<file path="src/rtl/ysyx_24100006_axi_rd_arbiter.sv">
// ysyx_24100006_axi_rd_arbiter
//
// Shares one downstream AXI-Lite read port between the instruction fetch
// unit (master 0) and the load/store unit (master 1). Only one read is in
// flight at a time. Simultaneous requests are resolved round-robin against
// the master that completed the previous read, so the LSU wins the first
// tie after reset.
//
// Ports:
//   clk, reset           clock and synchronous active-high reset
//   m0_* (IFU)           AR request in, AR ready out, R data/resp/valid out,
//                        R ready in
//   m1_* (LSU)           same shape as m0_*
//   s_*                  downstream AR (address/valid registered) and R
//                        channel towards the memory crossbar
//   grant                owner of the current transaction (0 IFU, 1 LSU)
//   busy                 high while a transaction is in flight

module ysyx_24100006_axi_rd_arbiter #(
    parameter int ADDR_W = 32,
    parameter int DATA_W = 32
) (
    input  logic              clk,
    input  logic              reset,

    input  logic [ADDR_W-1:0] m0_araddr,
    input  logic              m0_arvalid,
    output logic              m0_arready,
    output logic [DATA_W-1:0] m0_rdata,
    output logic [1:0]        m0_rresp,
    output logic              m0_rvalid,
    input  logic              m0_rready,

    input  logic [ADDR_W-1:0] m1_araddr,
    input  logic              m1_arvalid,
    output logic              m1_arready,
    output logic [DATA_W-1:0] m1_rdata,
    output logic [1:0]        m1_rresp,
    output logic              m1_rvalid,
    input  logic              m1_rready,

    output logic [ADDR_W-1:0] s_araddr,
    output logic              s_arvalid,
    input  logic              s_arready,
    input  logic [DATA_W-1:0] s_rdata,
    input  logic [1:0]        s_rresp,
    input  logic              s_rvalid,
    output logic              s_rready,

    output logic              grant,
    output logic              busy
);

    typedef enum logic [1:0] {
        S_IDLE,
        S_AR,
        S_R
    } state_t;

    state_t            state;
    state_t            state_next;
    logic              grant_q;
    logic              grant_next;
    logic              last_grant;
    logic              last_next;
    logic [ADDR_W-1:0] araddr_q;
    logic [ADDR_W-1:0] araddr_next;
    logic              arvalid_q;
    logic              arvalid_next;
    logic              owner_rready;

    // State and datapath registers; reset abandons any transaction in flight.
    always_ff @(posedge clk) begin
        if (reset) begin
            state      <= S_IDLE;
            grant_q    <= 1'b0;
            last_grant <= 1'b0;
            araddr_q   <= '0;
            arvalid_q  <= 1'b0;
        end else begin
            state      <= state_next;
            grant_q    <= grant_next;
            last_grant <= last_next;
            araddr_q   <= araddr_next;
            arvalid_q  <= arvalid_next;
        end
    end

    // The owner's R-channel ready is what the slave sees while in S_R.
    assign owner_rready = grant_q ? m1_rready : m0_rready;

    // Next-state logic and handshake steering towards the current owner.
    always_comb begin
        state_next   = state;
        grant_next   = grant_q;
        last_next    = last_grant;
        araddr_next  = araddr_q;
        arvalid_next = arvalid_q;
        m0_arready   = 1'b0;
        m1_arready   = 1'b0;
        m0_rvalid    = 1'b0;
        m1_rvalid    = 1'b0;
        s_rready     = 1'b0;

        case (state)
            S_IDLE: begin
                if (m0_arvalid || m1_arvalid) begin
                    // A tie goes to whichever master did not win last time.
                    grant_next   = (m0_arvalid && m1_arvalid) ? ~last_grant : m1_arvalid;
                    araddr_next  = grant_next ? m1_araddr : m0_araddr;
                    arvalid_next = 1'b1;
                    state_next   = S_AR;
                end
            end
            S_AR: begin
                m0_arready = ~grant_q & s_arready;
                m1_arready = grant_q & s_arready;
                if (arvalid_q && s_arready) begin
                    arvalid_next = 1'b0;
                    state_next   = S_R;
                end
            end
            S_R: begin
                s_rready  = owner_rready;
                m0_rvalid = ~grant_q & s_rvalid;
                m1_rvalid = grant_q & s_rvalid;
                if (s_rvalid && owner_rready) begin
                    last_next  = grant_q;
                    state_next = S_IDLE;
                end
            end
            default: begin
                state_next = S_IDLE;
            end
        endcase
    end

    // Read data and response fan out to both masters; only rvalid is steered.
    assign m0_rdata  = s_rdata;
    assign m1_rdata  = s_rdata;
    assign m0_rresp  = s_rresp;
    assign m1_rresp  = s_rresp;

    assign s_araddr  = araddr_q;
    assign s_arvalid = arvalid_q;
    assign grant     = grant_q;
    assign busy      = (state != S_IDLE);

endmodule

</file>
<file path="config.mk">
export PLATFORM = sky130hd
export DESIGN_NAME = ysyx_24100006_axi_rd_arbiter
export DESIGN_NICKNAME = d
export VERILOG_FILES = /design/src/rtl/ysyx_24100006_axi_rd_arbiter.sv
export SDC_FILE = /design/constraint.sdc
export NUM_CORES = 1
export LEC_CHECK = 0
export BUFFER_PORTS_ARGS = -buffer_cell sky130_fd_sc_hd__buf_2
export CAP_MARGIN = 20
export CORE_UTILIZATION = 35
export CTS_CLUSTER_DIAMETER = 120
export CTS_CLUSTER_SIZE = 30
export DETAILED_ROUTE_END_ITERATION = 10
export GPL_TIMING_DRIVEN = 0
export PLACE_DENSITY_LB_ADDON = 0.15
export SLEW_MARGIN = 5
export SYNTH_ARGS = -nofsm -noshare
export SYNTH_HDL_FRONTEND = slang
export SYNTH_SLANG_ARGS = --single-unit
</file>
<file path="constraint.sdc">
create_clock -name clk -period 1.6 [get_ports clk]
set_clock_uncertainty 0.2 [all_clocks]
set_input_delay 0.16 -clock clk [delete_from_list [all_inputs] [get_ports clk]]
set_output_delay 0.16 -clock clk [all_outputs]
set_load 0.005 [all_outputs]
</file>
==> impl_metrics.csv <==
group,metric,value,unit
die,rows,29,
route,drt_wl_total,8350,um
pwr,leakage,2.13,nW
route,via_per_inst,4.70,
layout,filler_cell_count,559,
sta,finalHoldViolCount,0,
setup_path,start_kind,"input pin",
pwr,power_frac_comb,37.0,%
grt,grt_overflow_total,0,
route,wl_per_cell,13.5,um
placed_design,port_buffers,178,
yosys,synth_compound_area_share,22.7,%
sta,relSlewSlack,64.5,%
route,wl_met3,549,um
worst_hold_path,min_to,"last_grant",
setup_path,worst_setup_path_end_kind,"output pin",
clock_tree,clock_sink_count,37,
yosys,syn-num-nets,394,
route,ant_nets,0,
setup_path,reg2reg_slack,0.09,ns
yosys,yosysWarnings,0,
pwr,intPower,0.00192,W
sta,tns,0,ns
yosys,synth.area.top_cells,"dfxtp_1 (31%), buf_4 (24%), nand2_1 (11%)",
sta,finalCritPeriodShare,97.2,%
placed_design,place_hpwl,5650,um
route,wl_met1,3140,um
yosys,synthAdderAreaFrac,0,%
yosys,synth_top_area_share,31.4,%
route,drt_pass1_iterations,7,
die,fp.dieH,84.1,um
route,wl_met2,4500,um
sta,slew_viol_final,0,
yosys,synth_area_leader_cell,"dfxtp_1",
layout,area_growth,74.8,%
die,die_area,0.00707,mm2
yosys,synth_top_family_by_area,"buffers and inverters",
grt,grt_start_max_net_pins,12,
route,highest_layer,"met4",
sta,period_needed,1.55,ns
grt,antenna_found_initial,0,
status,violations,"design-rule violations",
setup_path,crit_fanout,2,
clock_tree,cts.path.max_buffers,2,
die,io_pins,214,
pwr,worst_ir_drop_vdd,0.315,mV
sta,max_clock_freq,643,MHz
yosys,synth.area.mux_share,0.424,%
yosys,yosys.area_share.simple,15.7,%
setup_path,reg2reg_depth,5,
setup_path,cp.required,1.24,ns
route,post-route-drc-count,18,
yosys,netlist_area,0.00236,mm2
pwr,powerDensity,662,mW/mm2
die,core-area,0.00642,mm2
yosys,synthXorXnorAreaFrac,0,%
job,maxCapViolCount,0,
pwr,swShare,29.8,%
sta,hold_ws,0.0237,ns
yosys,yosysSeqAreaShare,31.4,%
grt,grt_pass1_wl,13000,um
status,status,"finished, violations left",
pwr,seqPwrFrac,39.8,%
yosys,syn-instance-count,288,
clock_tree,clkSlewWorstSetupHoldPaths,0.07,ns
worst_hold_path,min_path_type,"in2reg",
clock_tree,numCtsBuffers,5,
setup_path,reg2reg_to,"s_araddr[3]",
worst_hold_path,min_path_cells,3,
grt,grt_util_all_layers,22.9,%
layout,fin_nets,646,
worst_hold_path,worstHoldStart,"m0_rready",
pwr,clock_power_share,23.2,%
die,dieWidth,84.1,um
setup_path,path_class,"in2out",
setup_path,r2r-start,"state[1]",
sta,finalSetupViolations,0,
clock_tree,htree_levels,2,
yosys,synth.distinct_cells,28,
grt,grt_pass1_vias,2854,
layout,drive_gt1_share,53.0,%
setup_path,crit_arrival,1.19,ns
sta,max_slew.worst_pin.slew,0.532,ns
placed_design,place_congestion,0.773,
route,drtIter0Drc,82,
die,initial_core_util,36.7,%
clock_tree,clk_latency,0.28,ns
clock_tree,root_buffer,"clkbuf_8",
clock_tree,tritoncts,"yes",
layout,diodes,0,
pwr,switchingPower,0.000814,W
layout,utilization,64.2,%
yosys,syn_avg_cell_area,8.19,um2
route,vias,2907,
yosys,synth-seq-cells,37,
cell type report:
type	instances	area (um2)	area share, %
Clock inverter	2	10.0	0.243
Inverter	2	7.51	0.182
Tap cell	77	96.3	2.34
Multi-Input combinational cell	160	928	22.5
Buffer	88	698	16.9
Clock buffer	6	72.6	1.76
Timing Repair Buffer	246	1570	38.0
Sequential cell	37	746	18.1
power groups by stage:
| stage | Clock (W) | Combinational, W | Sequential (W) |
|---|---|---|---|
| 6_report | 0.000634 | 0.00101 | 0.00109 |
| 5_1_grt | 0.000709 | 0.00109 | 0.00110 |
| 4_1_cts | 0.000659 | 0.000986 | 0.00108 |
| 3_5_place_dp | 0 | 0.000865 | 0.00110 |
| 3_3_place_gp | 0 | 0.000852 | 0.00110 |
| 2_1_floorplan | 0 | 0.000490 | 0.00111 |
sequential cells by signal, indices dropped and copies added (netlist names):
signal and flops:
last_grant 1, s_araddr 32, s_arvalid 1, state 2, grant 1
metrics by stage:
stage                     instances  power [W]  worst slack (ns)  area [um2]
after floorplan                 288    0.00160             0.250        2360
after global placement          543    0.00195            0.0518        3350
after detailed placement        543    0.00196            0.0515        3350
after CTS                       616    0.00273           0.00513        4090
after global routing            618    0.00290          -0.00338        4130
final                           618    0.00273            0.0452        4130
placed cells by master, fill, tap and decap left out, drive strengths merged:
cell type | Yosys | layout
buf | 82 | 262
nand2 | 69 | 69
dlygate4sd3 | 0 | 66
dfxtp | 37 | 37
a21oi | 36 | 36
a311oi | 32 | 32
clkbuf | 7 | 12
nor2 | 6 | 6
nor2b | 3 | 3
and3 | 2 | 2
nand3 | 2 | 2
o21ai | 2 | 2
clkinv | 0 | 2
inv | 2 | 2
mux2i | 1 | 1
nand3b | 1 | 1
a21bo | 1 | 1
a21boi | 1 | 1
or2 | 1 | 1
a31oi | 1 | 1
and4b | 1 | 1
nor4 | 1 | 1
critical path, cell delays in order:
cell           delay [ns]
dlygate4sd3_1        0.54
buf_2                0.13
mux2i_1              0.17
nor2b_1              0.06
buf_2                0.13
cell families (layout without fill, tap and decap cells):
family,count (synthesis),in the layout
DFF,37,37
buffers and inverters,91,344
AOI/OAI and AO/OA,73,73
and+or+nand+nor,86,86
muxes,1,1
synthesized netlist by cell type (all sizes together):
master  number
nand3        2
nor2         6
nor4         1
inv          2
mux2i        1
nand3b       1
a31oi        1
a21bo        1
o21ai        2
a21boi       1
buf         82
and3         2
nand2       69
or2          1
a311oi      32
and4b        1
clkbuf       7
a21oi       36
nor2b        3
dfxtp       37
metal layers:
metal	global-route usage, %	up-vias
met5	0	-
li1	-	1427
met2	45.1	145
met3	3.86	15
met4	8.15	0
met1	24.2	1320
worst max-delay path by stage:
stage	startpoint	endpoint	slack, ns	cells past startpoint
CTS	state[1]	m1_rvalid	0.005	3
floorplan	state[0]	s_araddr[14]	0.25	5
global route	state[0]	m1_arready	-0.003	3
finish	m1_rready	s_rready	0.05	5
detailed placement	state[0]	s_araddr[14]	0.05	5
global placement	state[0]	s_araddr[14]	0.05	5
repair_timing:
action | CTS | global route
hold endpoints to repair | 35 | 0
setup endpoints to repair | 1 | 33
hold buffers | 66 | 0
gates resized for setup | 0 | 8
buffers inserted | 0 | 2
pin swaps | 0 | 1
Power figures use the tool's default switching activity.
